## src/rtl/switch_pio_debounce_if.sv

```systemverilog
// rtl/switch_pio_debounce_if.sv - Avalon-MM register bus and interrupt bundle for switch_pio_debounce
interface switch_pio_debounce_if #(
  parameter int WIDTH = 10
);
  logic [1:0]       address;
  logic             chipselect;
  logic             write_n;
  logic [WIDTH-1:0] writedata;
  logic [WIDTH-1:0] readdata;
  logic             irq;

  modport master (
    output address, chipselect, write_n, writedata,
    input  readdata, irq
  );

  modport slave (
    input  address, chipselect, write_n, writedata,
    output readdata, irq
  );
endinterface

```

## src/rtl/switch_pio_debounce.sv

```systemverilog
// rtl/switch_pio_debounce.sv - synchronised, debounced switch input port with sticky edge capture and maskable irq
module switch_pio_debounce #(
  parameter int WIDTH           = 10,
  parameter int SYNC_STAGES     = 2,
  parameter int DEBOUNCE_CYCLES = 50000,
  parameter int EDGE_TYPE       = 0
) (
  input  logic                 clk,
  input  logic                 reset_n,
  input  logic [WIDTH-1:0]     in_port,
  switch_pio_debounce_if.slave bus
);
  localparam int CW = $clog2(DEBOUNCE_CYCLES + 1);
  localparam logic [CW-1:0] CNT_LAST = CW'(DEBOUNCE_CYCLES - 1);

  logic [WIDTH-1:0] sync_pipe [SYNC_STAGES];
  logic [CW-1:0]    cnt       [WIDTH];
  logic [WIDTH-1:0] sync;
  logic [WIDTH-1:0] deb;
  logic [WIDTH-1:0] deb_d;
  logic [WIDTH-1:0] mask;
  logic [WIDTH-1:0] capture;
  logic [WIDTH-1:0] rise;
  logic [WIDTH-1:0] fall;
  logic [WIDTH-1:0] ev;
  logic [WIDTH-1:0] clr;
  logic [WIDTH-1:0] rdata;
  logic             wr;

  always_ff @(posedge clk or negedge reset_n) begin
    if (!reset_n) begin
      for (int s = 0; s < SYNC_STAGES; s++) sync_pipe[s] <= '0;
    end else begin
      sync_pipe[0] <= in_port;
      for (int s = 1; s < SYNC_STAGES; s++) sync_pipe[s] <= sync_pipe[s-1];
    end
  end

  assign sync = sync_pipe[SYNC_STAGES-1];

  // A bit only follows sync after DEBOUNCE_CYCLES consecutive differing samples; any agreement restarts the count.
  always_ff @(posedge clk or negedge reset_n) begin
    if (!reset_n) begin
      deb <= '0;
      for (int i = 0; i < WIDTH; i++) cnt[i] <= '0;
    end else begin
      for (int i = 0; i < WIDTH; i++) begin
        if (sync[i] == deb[i]) begin
          cnt[i] <= '0;
        end else if (cnt[i] == CNT_LAST) begin
          deb[i] <= sync[i];
          cnt[i] <= '0;
        end else begin
          cnt[i] <= cnt[i] + 1'b1;
        end
      end
    end
  end

  assign rise = deb & ~deb_d;
  assign fall = ~deb & deb_d;
  assign ev   = (EDGE_TYPE == 0) ? rise :
                (EDGE_TYPE == 1) ? fall : (rise | fall);

  assign wr  = bus.chipselect & ~bus.write_n;
  assign clr = (wr && (bus.address == 2'd3)) ? bus.writedata : '0;

  always_comb begin
    rdata = '0;
    case (bus.address)
      2'd0:    rdata = deb;
      2'd1:    rdata = sync;
      2'd2:    rdata = mask;
      default: rdata = capture;
    endcase
  end

  // Set beats clear so an edge landing on the acknowledge write is never lost.
  always_ff @(posedge clk or negedge reset_n) begin
    if (!reset_n) begin
      deb_d        <= '0;
      mask         <= '0;
      capture      <= '0;
      bus.readdata <= '0;
    end else begin
      deb_d        <= deb;
      capture      <= ev | (capture & ~clr);
      bus.readdata <= rdata;
      if (wr && (bus.address == 2'd2)) mask <= bus.writedata;
    end
  end

  assign bus.irq = |(capture & mask);

endmodule
```

## src/flat_wrapper.sv

```systemverilog
// flat-port wrapper written by rule: the top's interface ports become plain ports
module switch_pio_debounce_flat 
#(
  parameter int WIDTH           = 10,
  parameter int SYNC_STAGES     = 2,
  parameter int DEBOUNCE_CYCLES = 50000,
  parameter int EDGE_TYPE       = 0
)
  (clk, reset_n, in_port, bus_address, bus_chipselect, bus_write_n, bus_writedata, bus_readdata, bus_irq);
  switch_pio_debounce_if #(.WIDTH(WIDTH)) bus_i ();
  input  logic clk;
  input  logic reset_n;
  input  logic [WIDTH-1:0] in_port;
  input wire logic [$bits(bus_i.address)-1:0] bus_address;
  input wire logic [$bits(bus_i.chipselect)-1:0] bus_chipselect;
  input wire logic [$bits(bus_i.write_n)-1:0] bus_write_n;
  input wire logic [$bits(bus_i.writedata)-1:0] bus_writedata;
  output wire logic [$bits(bus_i.readdata)-1:0] bus_readdata;
  output wire logic [$bits(bus_i.irq)-1:0] bus_irq;
  assign bus_i.address = bus_address;
  assign bus_i.chipselect = bus_chipselect;
  assign bus_i.write_n = bus_write_n;
  assign bus_i.writedata = bus_writedata;
  assign bus_readdata = bus_i.readdata;
  assign bus_irq = bus_i.irq;
  switch_pio_debounce #(.WIDTH(WIDTH), .SYNC_STAGES(SYNC_STAGES), .DEBOUNCE_CYCLES(DEBOUNCE_CYCLES), .EDGE_TYPE(EDGE_TYPE)) u_core (.clk(clk), .reset_n(reset_n), .in_port(in_port), .bus(bus_i));
endmodule
```

## config.mk

```make
export PLATFORM = sky130hd
export DESIGN_NAME = switch_pio_debounce_flat
export DESIGN_NICKNAME = d
export VERILOG_FILES = /design/src/rtl/switch_pio_debounce_if.sv /design/src/rtl/switch_pio_debounce.sv /design/src/flat_wrapper.sv
export SDC_FILE = /design/constraint.sdc
export NUM_CORES = 1
export LEC_CHECK = 0
export ABC_AREA = 1
export CAP_MARGIN = 20
export CORE_MARGIN = 10
export CORE_UTILIZATION = 40
export CTS_BUF_LIST = sky130_fd_sc_hd__clkbuf_8
export CTS_CLUSTER_DIAMETER = 50
export DETAILED_ROUTE_END_ITERATION = 16
export GPL_ROUTABILITY_DRIVEN = 0
export PLACE_DENSITY = 0.57
export SLEW_MARGIN = 20
export SYNTH_ARGS = -nofsm -noshare
export SYNTH_HDL_FRONTEND = slang
export SYNTH_SLANG_ARGS = --single-unit
```

## constraint.sdc

```tcl
create_clock -name clk -period 1.6 [get_ports clk]
set_input_delay 0.16 -clock clk [delete_from_list [all_inputs] [get_ports clk]]
set_output_delay 0.16 -clock clk [all_outputs]
set_load 0.01 [all_outputs]
```

==> summary.md <==
| Metric | Value |
|---|---|
| Cell variety after synth | 27 |
| Register bit total from synthesis | 230 |
| Die area | ~36,000 um^2 |
| Failing checks | setup timing |
| Initial Util | 0.4082 |
| Gr ovfl total | 0 |
| Vias in the first global route | 9,175 |
| Clock latency on the worst-skew pair | 0.54 ns |
| Post-synthesis compound-gate area fraction | 0.04027 |
| Mean area per synthesized cell | 7.779 um^2 |
| Slew Limit Fails | 0 |
| Adder-Cell Fraction of Synth Area | 0.01094 |
| CP arrival | 1.55 ns |
| Max frequency | 586.0 MHz |
| Pwr per Cell Area | roughly 930 nW/um^2 |
| H-tree depth | 2 |
| Worst r2r src | u_core.cnt[0]$_DFF_PN0_ |
| Gr usage total | 0.1445 |
| Final setup fails | 1 |
| Share of layout cells above drive strength 1 | 0.08820 |
| Largest net degree at the start of global routing | 44 |
| Critical path cell sequence | a22o_1, nor2_1, nand3b_1, buf_2 |
| Drt wl/cell | between 10 and 15 um |
| First-pass DRT Iterations | 5 |
| CP top delay family | flip-flops |
| CP Class | flop to primary output |
| RSZ-0062 raised after global routing | yes |
| Final Hold Fails | 0 |
| Mapped cell area | 11,430 um^2 |
| Critical Path Stages | 4 |
| Die Wd | 189.1 um |
| Net Count, Synth | 1,506 |
| Max Clock Skew | 0.01473 ns |
| Port Buffer Count | 36 |
| Final nets | around 1,600 |
| Inserted Clock Buffers | 43 |
| Synth-to-layout area growth | 17.68% |
| CTS root buf | clkbuf_8 |
| Post-synthesis simple-gate area fraction | 0.3196 |
| I/O pins | 37 |
| Critical path peak fanout | 2 |
| DR vias | 9,363 |
| Max Cap Violations | 0 |
| Xor-xnor portion of the synthesized cell area | 0.05985 |
| Clock buffer depth | 3 |
| DP HPWL | 18,360 um |
| DR vias/cell | 4.710 |
| Util after Layout | 0.4804 |
| Slowest stage cell, crit path | dfrtp_1 |
| Hold Crit Class | primary input to flop |
| Ant diodes | 0 |
| Largest family of logic cells by synthesized area | simple AND/OR/NAND/NOR gates |
| Seq/Total Area, Yosys | 0.5033 |
| Post-layout min period | between 1.5 and 2 ns |
| Relative slew slack | 0.4421 |
| Mapped Cells | 1,470 |
| Critical Path Source | u_core.mask[0]$_DFFE_PN0P_ |
| Pleak | 6.408 nW |
| Tot Pwr | 12.58 mW |
| Worst Setup Slack, final | -0.1063 ns |
| Critical Path RT | 1.44 ns |
| Max VDD drop | 0.4742 mV |
| # rows | between 60 and 70 |
| Final period util | 1.066 |
| Crit. End Element | primary output |
| First-pass GRT wire length | 44,010 um |
| R2R cell count | 7 |
| Final ANT Viol Nets | 0 |
| Mux share of post-synthesis cell area | 0 |
| Status | finished with violations |
| DR iter-0 viols | 460 |
| Startpoint Class | flop |
| Worst-margin pin slew | 0.8338 ns |
| DRC Markers | 0 |
| Total negative slack | -0.1063 ns |
| Clock transition at the registers of the reported paths | 0.06 ns |
| Worst Hold Slack | around 0.054 ns |
| Hold Startpoint | in_port[7] |
| CP max stage delay | 0.38 ns |
| DIE HEIGHT | about 190 um |
| Final non-filler cell total | 1,988 |
| Bufs and invs on worst path | 1 |
| Yosys warnings | 0 |
| FILL cells | 2,784 |
| Drt total wl | 25,220 um |
| CTS tree | built |
| Num Clock Sinks | 230 |
| Post-Place Cells | 1,906 |
| CORE AREA | 28,010 um^2 |
| Antenna violations before repair | 0 |
| Worst Hold Depth | 1 |
[cell usage in the layout, fill, tap and decap left out, types with 24 or more instances in the layout]
cell type and n:
nor2_1 339, nor3_1 26, clkbuf_8 55, clkdlybuf4s50_1 24, nand2_1 317, o21ai_0 40
xnor2_1 28, dfrtp_1 230, nand3_1 114, inv_1 202, xor2_1 39, buf_4 28
nand4_1 39
[layer usage]
metal  track usage  vias to the layer above  wire (um)
met5             0                        -          0
met4       0.04335                        0        476
met3       0.02830                       41       1045
met2        0.2257                      147      11210
met1        0.1985                     4329      12490
li1              -                     4846          -
[synth_stat cells, drive strengths merged]
| master | instances | area, um^2 |
|---|---|---|
| ha | 10 | 125.1 |
| a21o | 1 | 7.510 |
| clkbuf | 5 | 18.77 |
| nor2 | 350 | 1331 |
| buf | 1 | 3.750 |
| a21oi | 22 | 110.1 |
| xnor2 | 28 | 245.2 |
| o2111ai | 1 | 8.760 |
| xor2 | 45 | 439.2 |
| o21ai | 40 | 200.2 |
| inv | 195 | 732.0 |
| nand3b | 1 | 7.510 |
| nand4 | 39 | 244.0 |
| nand3 | 117 | 600.6 |
| a31oi | 12 | 75.07 |
| dfrtp | 230 | 5756 |
| nor3 | 33 | 185.2 |
| a22o | 5 | 43.79 |
| nor3b | 5 | 37.54 |
| nand2 | 328 | 1249 |
| o21bai | 2 | 15.01 |
[what timing repair did]
| action | CTS | global route |
|---|---|---|
| endpoints found under the hold margin | 230 | 0 |
| setup endpoints to repair | 10 | 42 |
| gates resized for setup | 13 | 12 |
| hold buffers | 1 | 0 |
| buffers inserted | 5 | 0 |
| pin swaps | 2 | 2 |
[registers in the layout, summed over array words and instances (netlist names)]
register / cells
u_core.sync_pipe: 10
u_core.mask: 10
u_core.cnt: 160
u_core.sync: 10
u_core.capture: 10
u_core.deb: 10
u_core.deb_d: 10
u_core.bus.readdata: 10
[kinds of logic (layout without fill, tap and decap cells)]
logic type / count (synthesis) / count (layout)
AOI/OAI and AO/OA: 83 / 83
xor gates and xnor gates: 73 / 73
adders and majority gates: 10 / 10
buffers and inverters: 201 / 341
DFF: 230 / 230
and+or+nand+nor: 873 / 873
[where the power goes]
group          leakage, nW  switching [mW]  internal, mW
Combinational         2.81           0.467         0.341
Clock                0.487            2.46          3.10
Sequential            3.11           0.176          6.03
[layout make-up]
| cell class | instances | area (um^2) | area share |
|---|---|---|---|
| Inverter | 195 | 732.0 | 0.05439 |
| Timing Repair Buffer | 70 | 671.9 | 0.04993 |
| Clock inverter | 21 | 107.6 | 0.007996 |
| Tap cell | 378 | 473.0 | 0.03515 |
| Sequential cell | 230 | 5756 | 0.4277 |
| Clock buffer | 55 | 757.0 | 0.05625 |
| Multi-Input combinational cell | 1039 | 4960 | 0.3686 |
[path summary, 6_finish.rpt]
path	to	slack (ns)
worst max-delay path	bus_irq	-0.11
worst min-delay path	u_core.sync_pipe[17]$_DFF_PN0_	0.05
min in group asynchronous	u_core.cnt[26]$_DFF_PN0_	0.10
worst max register to register	u_core.cnt[14]$_DFF_PN0_	0.10
max in group asynchronous	u_core.cnt[82]$_DFF_PN0_	0.89
worst min register to register	u_core.sync[4]$_DFF_PN0_	0.35
[metrics by stage]
stage                     setup WS (ns)  area, um^2
after floorplan                  0.2972       11430
after global placement         0.006886       12520
after detailed placement       -0.03197       12520
after CTS                       -0.1358       13420
after global routing            -0.1792       13460
final                           -0.1063       13460
(Power assumes the default switching activity.)
